### src/rtl/pic_pkg.sv
// rtl/pic_pkg.sv - shared INTCON bit map, interrupt FSM states, source codes and register addresses
package pic_pkg;

  localparam int GIE_BIT    = 7;
  localparam int PEIE_BIT   = 6;
  localparam int TMR0IE_BIT = 5;
  localparam int INTE_BIT   = 4;
  localparam int IOCIE_BIT  = 3;
  localparam int TMR0IF_BIT = 2;
  localparam int INTF_BIT   = 1;
  localparam int IOCIF_BIT  = 0;

  typedef enum logic [2:0] {
    IDLE,
    REQ,
    PUSH,
    SAVE,
    VEC,
    ISR
  } irqState_t;

  localparam logic [1:0] SRC_NONE = 2'd0;
  localparam logic [1:0] SRC_INT  = 2'd1;
  localparam logic [1:0] SRC_TMR0 = 2'd2;
  localparam logic [1:0] SRC_IOC  = 2'd3;

  localparam logic [6:0] INTCON_ADDR   = 7'h0B;
  localparam logic [6:0] SHADOW_W_ADDR = 7'h09;

  // Highest-priority enabled-and-flagged source: INT, then TMR0, then IOC.
  function automatic logic [1:0] pickSrc(input logic [7:0] intcon);
    if (intcon[INTE_BIT] && intcon[INTF_BIT])
      pickSrc = SRC_INT;
    else if (intcon[TMR0IE_BIT] && intcon[TMR0IF_BIT])
      pickSrc = SRC_TMR0;
    else if (intcon[IOCIE_BIT] && intcon[IOCIF_BIT])
      pickSrc = SRC_IOC;
    else
      pickSrc = SRC_NONE;
  endfunction

endpackage

### src/rtl/edge_det.sv
// rtl/edge_det.sv - rising-edge detector with an optional 2-flop input synchronizer
// SYNC_EN is driven from the INT_SYNC_EN build macro by the top level.
module edge_det #(
  parameter bit SYNC_EN = 1'b0
) (
  input  logic clk,
  input  logic rst,
  input  logic d,
  output logic rise
);

  logic sampled;
  logic prevQ;

  generate
    if (SYNC_EN) begin : gSync
      logic metaQ;
      logic stableQ;
      always_ff @(posedge clk or posedge rst) begin
        if (rst) begin
          metaQ   <= 1'b0;
          stableQ <= 1'b0;
        end else begin
          metaQ   <= d;
          stableQ <= metaQ;
        end
      end
      assign sampled = stableQ;
    end else begin : gDirect
      assign sampled = d;
    end
  endgenerate

  always_ff @(posedge clk or posedge rst) begin
    if (rst) prevQ <= 1'b0;
    else     prevQ <= sampled;
  end

  assign rise = sampled & ~prevQ;

endmodule

### src/rtl/int_ctrl.sv
// rtl/int_ctrl.sv - INTCON owner and interrupt-entry sequencer for the PIC16F1826 core
// Build macro INT_SYNC_EN: synchronize int_in and ioc_in before edge detection.
module int_ctrl
  import pic_pkg::*;
#(
  parameter int              PC_W   = 11,
  parameter logic [PC_W-1:0] VECTOR = 11'h004
) (
  input  logic            clk,
  input  logic            rst,
  input  logic            int_in,
  input  logic            ioc_in,
  input  logic            tmr0_ovf,
  input  logic            intcon_we,
  input  logic [7:0]      intcon_wdata,
  output logic [7:0]      intcon_q,
  output logic            irq_req,
  input  logic            irq_ack,
  input  logic            retfie,
  output logic            push_pc,
  output logic            save_w,
  output logic            vec_load,
  output logic [PC_W-1:0] vec_addr,
  output logic [1:0]      irq_src,
  output logic            in_isr
);

`ifdef INT_SYNC_EN
  localparam bit SYNC_PINS = 1'b1;
`else
  localparam bit SYNC_PINS = 1'b0;
`endif

  logic       intRise;
  logic       iocRise;
  logic       tmrRise;
  logic [7:0] intconQ;
  logic [7:0] intconNext;
  logic [7:0] hwSet;
  logic       pend;
  logic       ackTaken;
  irqState_t  state;

  edge_det #(.SYNC_EN(SYNC_PINS)) uIntEdge (
    .clk (clk),
    .rst (rst),
    .d   (int_in),
    .rise(intRise)
  );

  edge_det #(.SYNC_EN(SYNC_PINS)) uIocEdge (
    .clk (clk),
    .rst (rst),
    .d   (ioc_in),
    .rise(iocRise)
  );

  // Timer0 overflow is already in the core clock domain.
  edge_det #(.SYNC_EN(1'b0)) uTmrEdge (
    .clk (clk),
    .rst (rst),
    .d   (tmr0_ovf),
    .rise(tmrRise)
  );

  assign pend = |({intconQ[TMR0IE_BIT], intconQ[INTE_BIT], intconQ[IOCIE_BIT]} &
                  {intconQ[TMR0IF_BIT], intconQ[INTF_BIT], intconQ[IOCIF_BIT]});

  assign ackTaken = (state == REQ) && irq_ack;

  // Hardware flag sets are OR-ed on top of a core write so an edge is never lost.
  always_comb begin
    hwSet             = 8'h00;
    hwSet[INTF_BIT]   = intRise;
    hwSet[IOCIF_BIT]  = iocRise;
    hwSet[TMR0IF_BIT] = tmrRise;
    intconNext        = intcon_we ? intcon_wdata : intconQ;
    intconNext        = intconNext | hwSet;
    if (retfie)   intconNext[GIE_BIT] = 1'b1;
    if (ackTaken) intconNext[GIE_BIT] = 1'b0;
  end

  always_ff @(posedge clk or posedge rst) begin
    if (rst) intconQ <= 8'h00;
    else     intconQ <= intconNext;
  end

  always_ff @(posedge clk or posedge rst) begin
    if (rst) begin
      state    <= IDLE;
      irq_req  <= 1'b0;
      push_pc  <= 1'b0;
      save_w   <= 1'b0;
      vec_load <= 1'b0;
      in_isr   <= 1'b0;
      irq_src  <= SRC_NONE;
    end else begin
      case (state)
        IDLE: begin
          if (intconQ[GIE_BIT] && pend) begin
            state   <= REQ;
            irq_req <= 1'b1;
          end
        end
        REQ: begin
          if (irq_ack) begin
            state   <= PUSH;
            irq_req <= 1'b0;
            push_pc <= 1'b1;
            irq_src <= pickSrc(intconQ);
          end else if (!(intconQ[GIE_BIT] && pend)) begin
            state   <= IDLE;
            irq_req <= 1'b0;
          end
        end
        PUSH: begin
          state   <= SAVE;
          push_pc <= 1'b0;
          save_w  <= 1'b1;
        end
        SAVE: begin
          state    <= VEC;
          save_w   <= 1'b0;
          vec_load <= 1'b1;
        end
        VEC: begin
          state    <= ISR;
          vec_load <= 1'b0;
          in_isr   <= 1'b1;
        end
        ISR: begin
          if (retfie) begin
            state   <= IDLE;
            in_isr  <= 1'b0;
            irq_src <= SRC_NONE;
          end
        end
        default: begin
          state    <= IDLE;
          irq_req  <= 1'b0;
          push_pc  <= 1'b0;
          save_w   <= 1'b0;
          vec_load <= 1'b0;
          in_isr   <= 1'b0;
          irq_src  <= SRC_NONE;
        end
      endcase
    end
  end

  assign intcon_q = intconQ;
  assign vec_addr = VECTOR;

endmodule

### config.mk
export PLATFORM = sky130hd
export DESIGN_NAME = int_ctrl
export DESIGN_NICKNAME = d
export VERILOG_FILES = /design/src/rtl/pic_pkg.sv /design/src/rtl/edge_det.sv /design/src/rtl/int_ctrl.sv
export SDC_FILE = /design/constraint.sdc
export NUM_CORES = 1
export LEC_CHECK = 0
export BUFFER_PORTS_ARGS = -buffer_cell sky130_fd_sc_hd__buf_2
export CORE_UTILIZATION = 47
export DETAILED_ROUTE_END_ITERATION = 6
export PLACE_DENSITY = 0.81
export SLEW_MARGIN = 20
export SYNTH_ARGS = -nofsm -noshare
export SYNTH_HDL_FRONTEND = slang
export SYNTH_SLANG_ARGS = --single-unit
### constraint.sdc
create_clock -name clk -period 1.5 [get_ports clk]
set_input_delay 0.45 -clock clk [delete_from_list [all_inputs] [get_ports clk]]
set_output_delay 0.45 -clock clk [all_outputs]
set_load 0.02 [all_outputs]
== Yosys cells after proc, flatten, opt, wreduce, memory -nomap -nowiden ==
Cells that the tools add are included.
Operators by class
  eq/ne operators: 9
  order comparisons: 0
  div/mod/pow operators: 0
  $add $sub $neg: 0
  bitwise operators: 12
  multipliers: 0
  mux-type cells: 24
  reductions and logical operators: 18
  shift operators: 0
Operators with widths (number)
  OR reduction 4 bit: 6
  case mux 3 bit (6 select lines): 1
  2-to-1 mux 3 bit: 4
  2-to-1 mux 2 bit: 5
  AND reduction 3 bit: 3
  2-to-1 mux 8 bit: 1
  OR 8 x 3 -> 8 bit: 1
  2-to-1 mux 1 bit: 7
  inverter 1 bit: 7
  == test 3 x 2 -> 1 bit (second input constant): 2
  == test 3 bit (second input constant): 2
  != test 2 bit (second input constant): 3
  case mux 1 bit (2 select lines): 3
  case mux 1 bit (3 select lines): 2
  case mux 2 bit (3 select lines): 1
  logical AND 1 bit: 5
  AND reduction 2 bit: 2
  AND 1 bit: 3
  AND 3 bit: 1
  == test 3 x 1 -> 1 bit (second input constant): 1
  logical NOT 3 bit: 1
  != test 3 bit (second input constant): 1
  OR reduction 3 bit: 1
Word-level totals
  bits in read-only memories: 0
  RAM bits: 0
  memories kept: 0
  latch bits: 0
  output and inout port bits: 26
  flip-flop bits (word level): 21
  input port bits: 16
  word-level logic and storage cells: 74

== Logic depth before layout (Yosys ltp) ==
Gate-level depths: netlist of the first run.
  depth in word-level cells: 6
  mapped depth: 6
  depth with buffers taken out: 5

== Modules after synthesis ==
A second synthesis of the first run with hierarchy kept.
Unflattened totals
  cell total of the unflattened synthesis: 105
  area total of the unflattened synthesis: 1126.1 um^2
Modules (own cells, without submodules)
  int_ctrl: instances 1, area an instance 998.5 um^2, sequential area each 450.4 um^2, cells each 96
  edge_det: instances 3, area an instance 42.5 um^2, sequential area each 25.0 um^2, cells each 3

== Worst setup path before layout of the first run ==
No wires, ideal clock.
  path type: reg-to-reg
  start point: reg state[2]
  end point: reg irq_src[0]
  stages on the path, launching flop included: 5
  path buffers: 1
  path slack: 0.110 ns
  required time: 1.405 ns
  arrival time: 1.295 ns
  clock period less this slack: 1.390 ns
  setup time: 0.095 ns
  cell sequence: dfrtp_1 -> buf_6 -> or3b_4 -> o211a_1 -> o31ai_1
On the way
  word-level cells in the longest chain between the ends: 4
  elaborated cells on any way between the ends: 12
  those cells by class: 7 x eq/ne; 1 x mux; 1 x bitwise; 3 x reduce/logical
RTL lines
  from (decl): RTL line int_ctrl.sv:42  | irqState_t state;
  from (signal assigned): RTL line int_ctrl.sv:90  | state <= IDLE;
  from (signal assigned): RTL line int_ctrl.sv:101  | state <= REQ;
  from (signal assigned): RTL line int_ctrl.sv:107  | state <= PUSH;
  == test 3 bit (tied with other cells): RTL line int_ctrl.sv:98  | case (state)
  OR reduction 4 bit (no line)
  inverter 1 bit (no line)
  AND reduction 3 bit (no line)
  to (signal assigned): RTL line int_ctrl.sv:110  | irq_src <= pickSrc(intconQ);
  to (decl): RTL line int_ctrl.sv:24  | output logic [1:0] irq_src,
Several ways; a longest one is shown, not always the timed one.
A chain may end at the register's enable or synchronous reset.

== Worst setup path in the final report of the first run ==
  start point: reg state[1]
  end point: reg irq_src[0]
The elaborated chain is that of the path after synthesis.

==> results.sh, run 1 <==
export IMPL_run_status="finished clean"
export IMPL_synth_most_common_cell="dfrtp_1"
export IMPL_cts_sinks=21
export IMPL_path_cells="or3b_4 -> o211a_1 -> o31ai_1"
export IMPL_die_h_um=50.18
export IMPL_finalSetupTns_ps=0
export IMPL_critPathRequiredTime_ps=1730
export IMPL_num_vias=846
export IMPL_core_mm2=0.002191
export IMPL_synth_distinct_cells=32
export IMPL_yosysWarnings=0
export IMPL_n_antenna_cell=0
export IMPL_synth_edff_count=0
export IMPL_grt_setup_unrepaired="no"
export IMPL_cp_end_kind="register"
export IMPL_ctsResizeCount=0
export IMPL_portBuffers=30
export IMPL_yosys_top_cells_count="dfrtp_1 (21), buf_4 (11), inv_1 (8), o21ai_0 (8), nand2_1 (6)"
export IMPL_maxCapViolCount=0
export IMPL_largest_reg_flops=8
export IMPL_dieArea_mm2=0.002518
export IMPL_dp_hpwl_mm=1.558
export IMPL_fmax_mhz=699.1
export IMPL_p_per_area_mw_per_mm2=1725
export IMPL_grt_pass1_vias=859
export IMPL_cts_tree="yes"
export IMPL_syn_to_final_growth_pct=16.17
export IMPL_wl_per_cell_um=12.40
export IMPL_fin_skew_ps=4.332
export IMPL_drc_errors=0
export IMPL_overflow=0
export IMPL_synth_cells=105
export IMPL_avgSynthCellArea_um2=10.39
export IMPL_synth_top_area_share_pct=48.17
export IMPL_clockRootBuffer="clkbuf_4"
export IMPL_synth_seq_area_share_pct=48.17
export IMPL_cp_arrival_ps=1660
export IMPL_htreeDepth=1
export IMPL_postSynth_topFlopCell="dfrtp_1"
export IMPL_die_w_um=50.18
export IMPL_initial_core_util_pct=49.80
export IMPL_drive_gt1_share_pct=32.85
export IMPL_finalMaxSlewViolations=0
export IMPL_grt_usage_pct=18.78
export IMPL_period_share_pct=95.36
export IMPL_grt_pass1_wl_mm=3.491
export IMPL_nFillCells=191
export IMPL_setup_viol=0
export IMPL_synth_top_cell_by_area="dfrtp_1"
export IMPL_total_power_w=0.002187
export IMPL_synth_area_leaders="dfrtp_1 (48%), buf_4 (7.6%), mux2_2 (5.2%)"
export IMPL_viasPerCell=5.127
export IMPL_fin_area_mm2=0.001267
export IMPL_worst_ir_drop_vdd_mv=0.8972
export IMPL_drtIter0Drc=17
export IMPL_leakagePower_nw=0.6310
export IMPL_final_nets=157
export IMPL_worstSetupPathType="reg2reg"
export IMPL_critPathMaxStageDelay_ps=430
export IMPL_hold_path_class="in2async"
export IMPL_clock_latency_ps=310
export IMPL_drt_total_wl_mm=2.046
export IMPL_cts_buffer_depth=2
export IMPL_cp_start_kind="register"
export IMPL_antenna_found_initial=0
export IMPL_dr_pass1_iters=4
export IMPL_min_period_ps=1430
export IMPL_synth_area_mm2=0.001091
export IMPL_io_pin_count=42
export IMPL_fin_util_pct=57.85
export IMPL_ys_ff_latch=21
export IMPL_placed_area_mm2=0.001237
export IMPL_hold_buffers=0
export IMPL_cp_max_fo=4
export IMPL_gp_congestion=0.7776
export IMPL_ys_async_sr_fraction_pct=100.0
export IMPL_cts_reportedPaths_clkPinSlew_ps=130
export IMPL_cts_buffers=3
export IMPL_timing_hold_violations_final=0
export IMPL_post_cts_setup_buffers=0
export IMPL_std_cell_rows=17
export IMPL_cp_slowest_cell="dfrtp_1"
export IMPL_ant_nets=0
export IMPL_grt_max_degree=22
[power by group]
part           leakage, nW  total (W)  switching (W)  internal, W
Combinational        0.365    0.00108       0.000620     0.000461
Clock               0.0139   0.000291       0.000189     0.000102
Sequential           0.252   0.000815      0.0000980     0.000717
Total                0.631    0.00219       0.000907      0.00128
[stage by stage]
step | hold slack, ps | cells | setup WS (ps)
CTS | 134.8 | 165 | 52.70
finish | 134.1 | 165 | 69.56
floorplan | 399.6 | 114 | 109.7
global route | 166.4 | 165 | 18.02
global placement | 404.8 | 161 | 166.8
detailed placement | 412.1 | 161 | 82.00
[placed cells by master, fill, tap and decap left out, types with 3 or more instances in the layout]
cell      synthesis  final
nand2_1           6      6
nor2_1            4      4
mux2_2            5      5
dfrtp_1          21     21
conb_1            2     11
buf_2             1     30
clkbuf_4          0      3
o21ai_0           8      8
mux2i_1           4      4
buf_4            11      5
inv_1             8      8
o41ai_1           3      3
a21oi_1           3      3
ha_1              3      3
[worst paths after layout]
path / startpoint / endpoint / slack (ps) / depth (start not counted)
hold / removal: rst / intcon_q[1]$_DFF_PP0_ / 130 / 3
setup reg to reg: state[1]$_DFFE_PP0P_ / irq_src[0]$_DFFE_PP0P_ / 70 / 3
hold reg to reg: uIntEdge.prevQ$_DFF_PP0_ / intcon_q[1]$_DFF_PP0_ / 420 / 1
max in group asynchronous: rst / in_isr$_DFFE_PP0P_ / 1140 / 3
setup / recovery: state[1]$_DFFE_PP0P_ / irq_src[0]$_DFFE_PP0P_ / 70 / 3
min in group clk: tmr0_ovf / uTmrEdge.prevQ$_DFF_PP0_ / 240 / 1
[cell families after synthesis]
| group | after synthesis | synth area share, % |
|---|---|---|
| AO/OA/AOI/OAI | 25 | 15.60 |
| buffers and inverters | 24 | 12.84 |
| AND/OR/NAND/NOR | 21 | 10.43 |
| flip-flops | 21 | 48.16 |
| multiplexers | 9 | 8.830 |
| adder cells (fa/ha/maj) | 3 | 3.441 |
| other | 2 | 0.6883 |
[layer usage]
metal | up-vias | GRT usage (%) | part of all wire (%)
met1 | 400 | 20.51 | 43
met3 | 2 | 6.364 | 6.0
met5 | - | 0 | 0
met2 | 38 | 32.44 | 51
li1 | 406 | - | -
met4 | 0 | 8.571 | 0.59
[worst max-delay path: cells and delay by family, from the launching register on]
kind	cells	cell delay, ps
compound gates	2	500
flops	1	430
simple gates	1	420
[cell type report]
type / instances / area (um^2) / share of cell area [%]
Sequential cell: 21 / 525.5 / 41.46
Multi-Input combinational cell: 69 / 459.2 / 36.23
Tap cell: 28 / 35.03 / 2.764
Clock inverter: 1 / 7.507 / 0.5923
Clock buffer: 3 / 22.52 / 1.777
Timing Repair Buffer: 35 / 187.7 / 14.81
Inverter: 8 / 30.03 / 2.369
Note: power is estimated with default switching activity, not from simulation.
==> inputs of run 2 (changes only) <==
--- a/config.mk
+++ b/config.mk
@@ -8,6 +8,7 @@
 export BUFFER_PORTS_ARGS = -buffer_cell sky130_fd_sc_hd__buf_2
 export CORE_UTILIZATION = 47
 export DETAILED_ROUTE_END_ITERATION = 6
+export MAX_ROUTING_LAYER = met4
 export PLACE_DENSITY = 0.81
 export SLEW_MARGIN = 20
 export SYNTH_ARGS = -nofsm -noshare
==> run 2 against run 1 <==
- total power down 0.63%
- routed wire length down 0.93%
- first-iteration DRC count up 5.9%
- clock power down 4%
- cell area down 0.20%
- sequential cell count unchanged
- setup slack better by 51 ps
- global-route usage up 1.2 points
- register-to-register slack better by 60 ps
- sequential share of layout area up 0.082 points
- via count down 2.5%
- core utilization down 0.11 points
- largest cell class unchanged
- largest power group unchanged
==> results.sh, run 2 (synthesis results as in run 1) <==
export IMPL_cts_reportedPaths_clkPinSlew_ps=130
export IMPL_io_pin_count=42
export IMPL_overflow=0
export IMPL_dieArea_mm2=0.002518
export IMPL_initial_core_util_pct=49.80
export IMPL_dp_hpwl_mm=1.567
export IMPL_cts_sinks=21
export IMPL_critPathRequiredTime_ps=1050
export IMPL_finalSetupTns_ps=0
export IMPL_htreeDepth=1
export IMPL_core_mm2=0.002191
export IMPL_clock_latency_ps=310
export IMPL_cpLargestDelayFamily="flip-flops"
export IMPL_grt_max_degree=22
export IMPL_drtIter0Drc=18
export IMPL_hold_path_class="in2async"
export IMPL_leakagePower_nw=0.6348
export IMPL_cts_tree="yes"
export IMPL_fin_cells=165
export IMPL_die_w_um=50.18
export IMPL_grt_pass1_vias=824
export IMPL_die_h_um=50.18
export IMPL_period_share_pct=91.99
export IMPL_final_common_cell="buf_2"
export IMPL_portBuffers=30
export IMPL_cts_buffer_depth=2
export IMPL_finalMaxSlewViolations=0
export IMPL_worst_ir_drop_vdd_mv=0.8946
export IMPL_cp_arrival_ps=930
export IMPL_n_antenna_cell=0
export IMPL_grt_usage_pct=19.99
export IMPL_antenna_found_initial=0
export IMPL_hold_buffers=0
export IMPL_p_per_area_mw_per_mm2=1718
export IMPL_grt_pass1_wl_mm=3.601
export IMPL_largest_reg_flops=8
export IMPL_worstSetupPathType="reg2out"
export IMPL_maxCapViolCount=0
export IMPL_fin_skew_ps=11.77
export IMPL_layout_common_cells="buf_2 (30), dfrtp_1 (21), conb_1 (11), o21ai_0 (8), inv_1 (8)"
export IMPL_timing_hold_violations_final=0
export IMPL_critPathMaxStageDelay_ps=440
export IMPL_cp_slowest_cell="dfrtp_1"
export IMPL_drc_errors=0
export IMPL_cp_max_fo=4
export IMPL_placed_cells=161
export IMPL_drt_total_wl_mm=2.027
export IMPL_drive_gt1_share_pct=32.85
export IMPL_total_power_w=0.002173
export IMPL_cts_buffers=3
export IMPL_clockRootBuffer="clkbuf_4"
export IMPL_setup_viol=0
export IMPL_std_cell_rows=17
export IMPL_ant_nets=0
export IMPL_viasPerCell=5.000
export IMPL_path_cells="buf_2"
export IMPL_gp_congestion=0.7812
export IMPL_post_cts_setup_buffers=0
export IMPL_syn_to_final_growth_pct=15.94
export IMPL_dr_pass1_iters=4
export IMPL_timing_critical_path_buf_inv=1
export IMPL_cp_end_kind="output port"
export IMPL_fmax_mhz=724.7
export IMPL_min_period_ps=1380
export IMPL_final_nets=157
export IMPL_run_status="finished clean"
export IMPL_cp_start_kind="register"
export IMPL_wl_per_cell_um=12.28
export IMPL_ctsResizeCount=0
export IMPL_grt_setup_unrepaired="no"
export IMPL_num_vias=825
[run 2: path summary, 6_finish.rpt]
check | endpoint | depth (start not counted) | start | slack (ps)
worst max-delay path | intcon_q[0] | 1 | intcon_q[0]$_DFF_PP0_ | 120
worst min-delay path | intcon_q[3]$_DFFE_PP0P_ | 3 | rst | 130
worst max register to register | irq_src[0]$_DFFE_PP0P_ | 3 | state[1]$_DFFE_PP0P_ | 130
worst min register to register | intcon_q[1]$_DFF_PP0_ | 1 | uIntEdge.prevQ$_DFF_PP0_ | 430
max in group asynchronous | intcon_q[2]$_DFF_PP0_ | 3 | rst | 1140
min in group clk | uIocEdge.prevQ$_DFF_PP0_ | 1 | ioc_in | 250
[run 2: area by class of cell]
type / count / area (um^2)
flip-flops and latches: 21 / 525.5
well taps: 28 / 35.03
inverters: 8 / 30.03
repair buffers: 35 / 187.7
multi-input cells: 69 / 459.2
clock inverters: 1 / 5.005
fillers: 202 / 925.9
clock buffers: 3 / 22.52
[run 2: through the flow]
step           setup slack (ps)  hold slack (ps)  utilization, %  area, um^2
6_report                  120.2            134.8           57.74        1265
5_1_grt                   45.54            179.4           57.74        1265
4_1_cts                   116.6            142.9           57.74        1265
3_5_place_dp              108.0            416.3           56.48        1237
3_3_place_gp              170.6            405.2           56.48        1237
2_1_floorplan             109.7            399.6               -        1125
[run 2: report_power, final]
group	switching, W	total, W	internal (W)	leakage, nW
logic	0.000618	0.00108	0.000460	0.365
registers	0.0000982	0.000815	0.000717	0.252
clock network	0.000181	0.000280	0.0000997	0.0177
[run 2: routing by layer]
layer / global-route usage, % / up-vias / share of wire (%)
met2: 32.67 / 35 / 49
met5: - / - / 0
li1: - / 408 / -
met1: 23.48 / 377 / 44
met3: 3.939 / 5 / 5.4
met4: 9.524 / 0 / 1.8
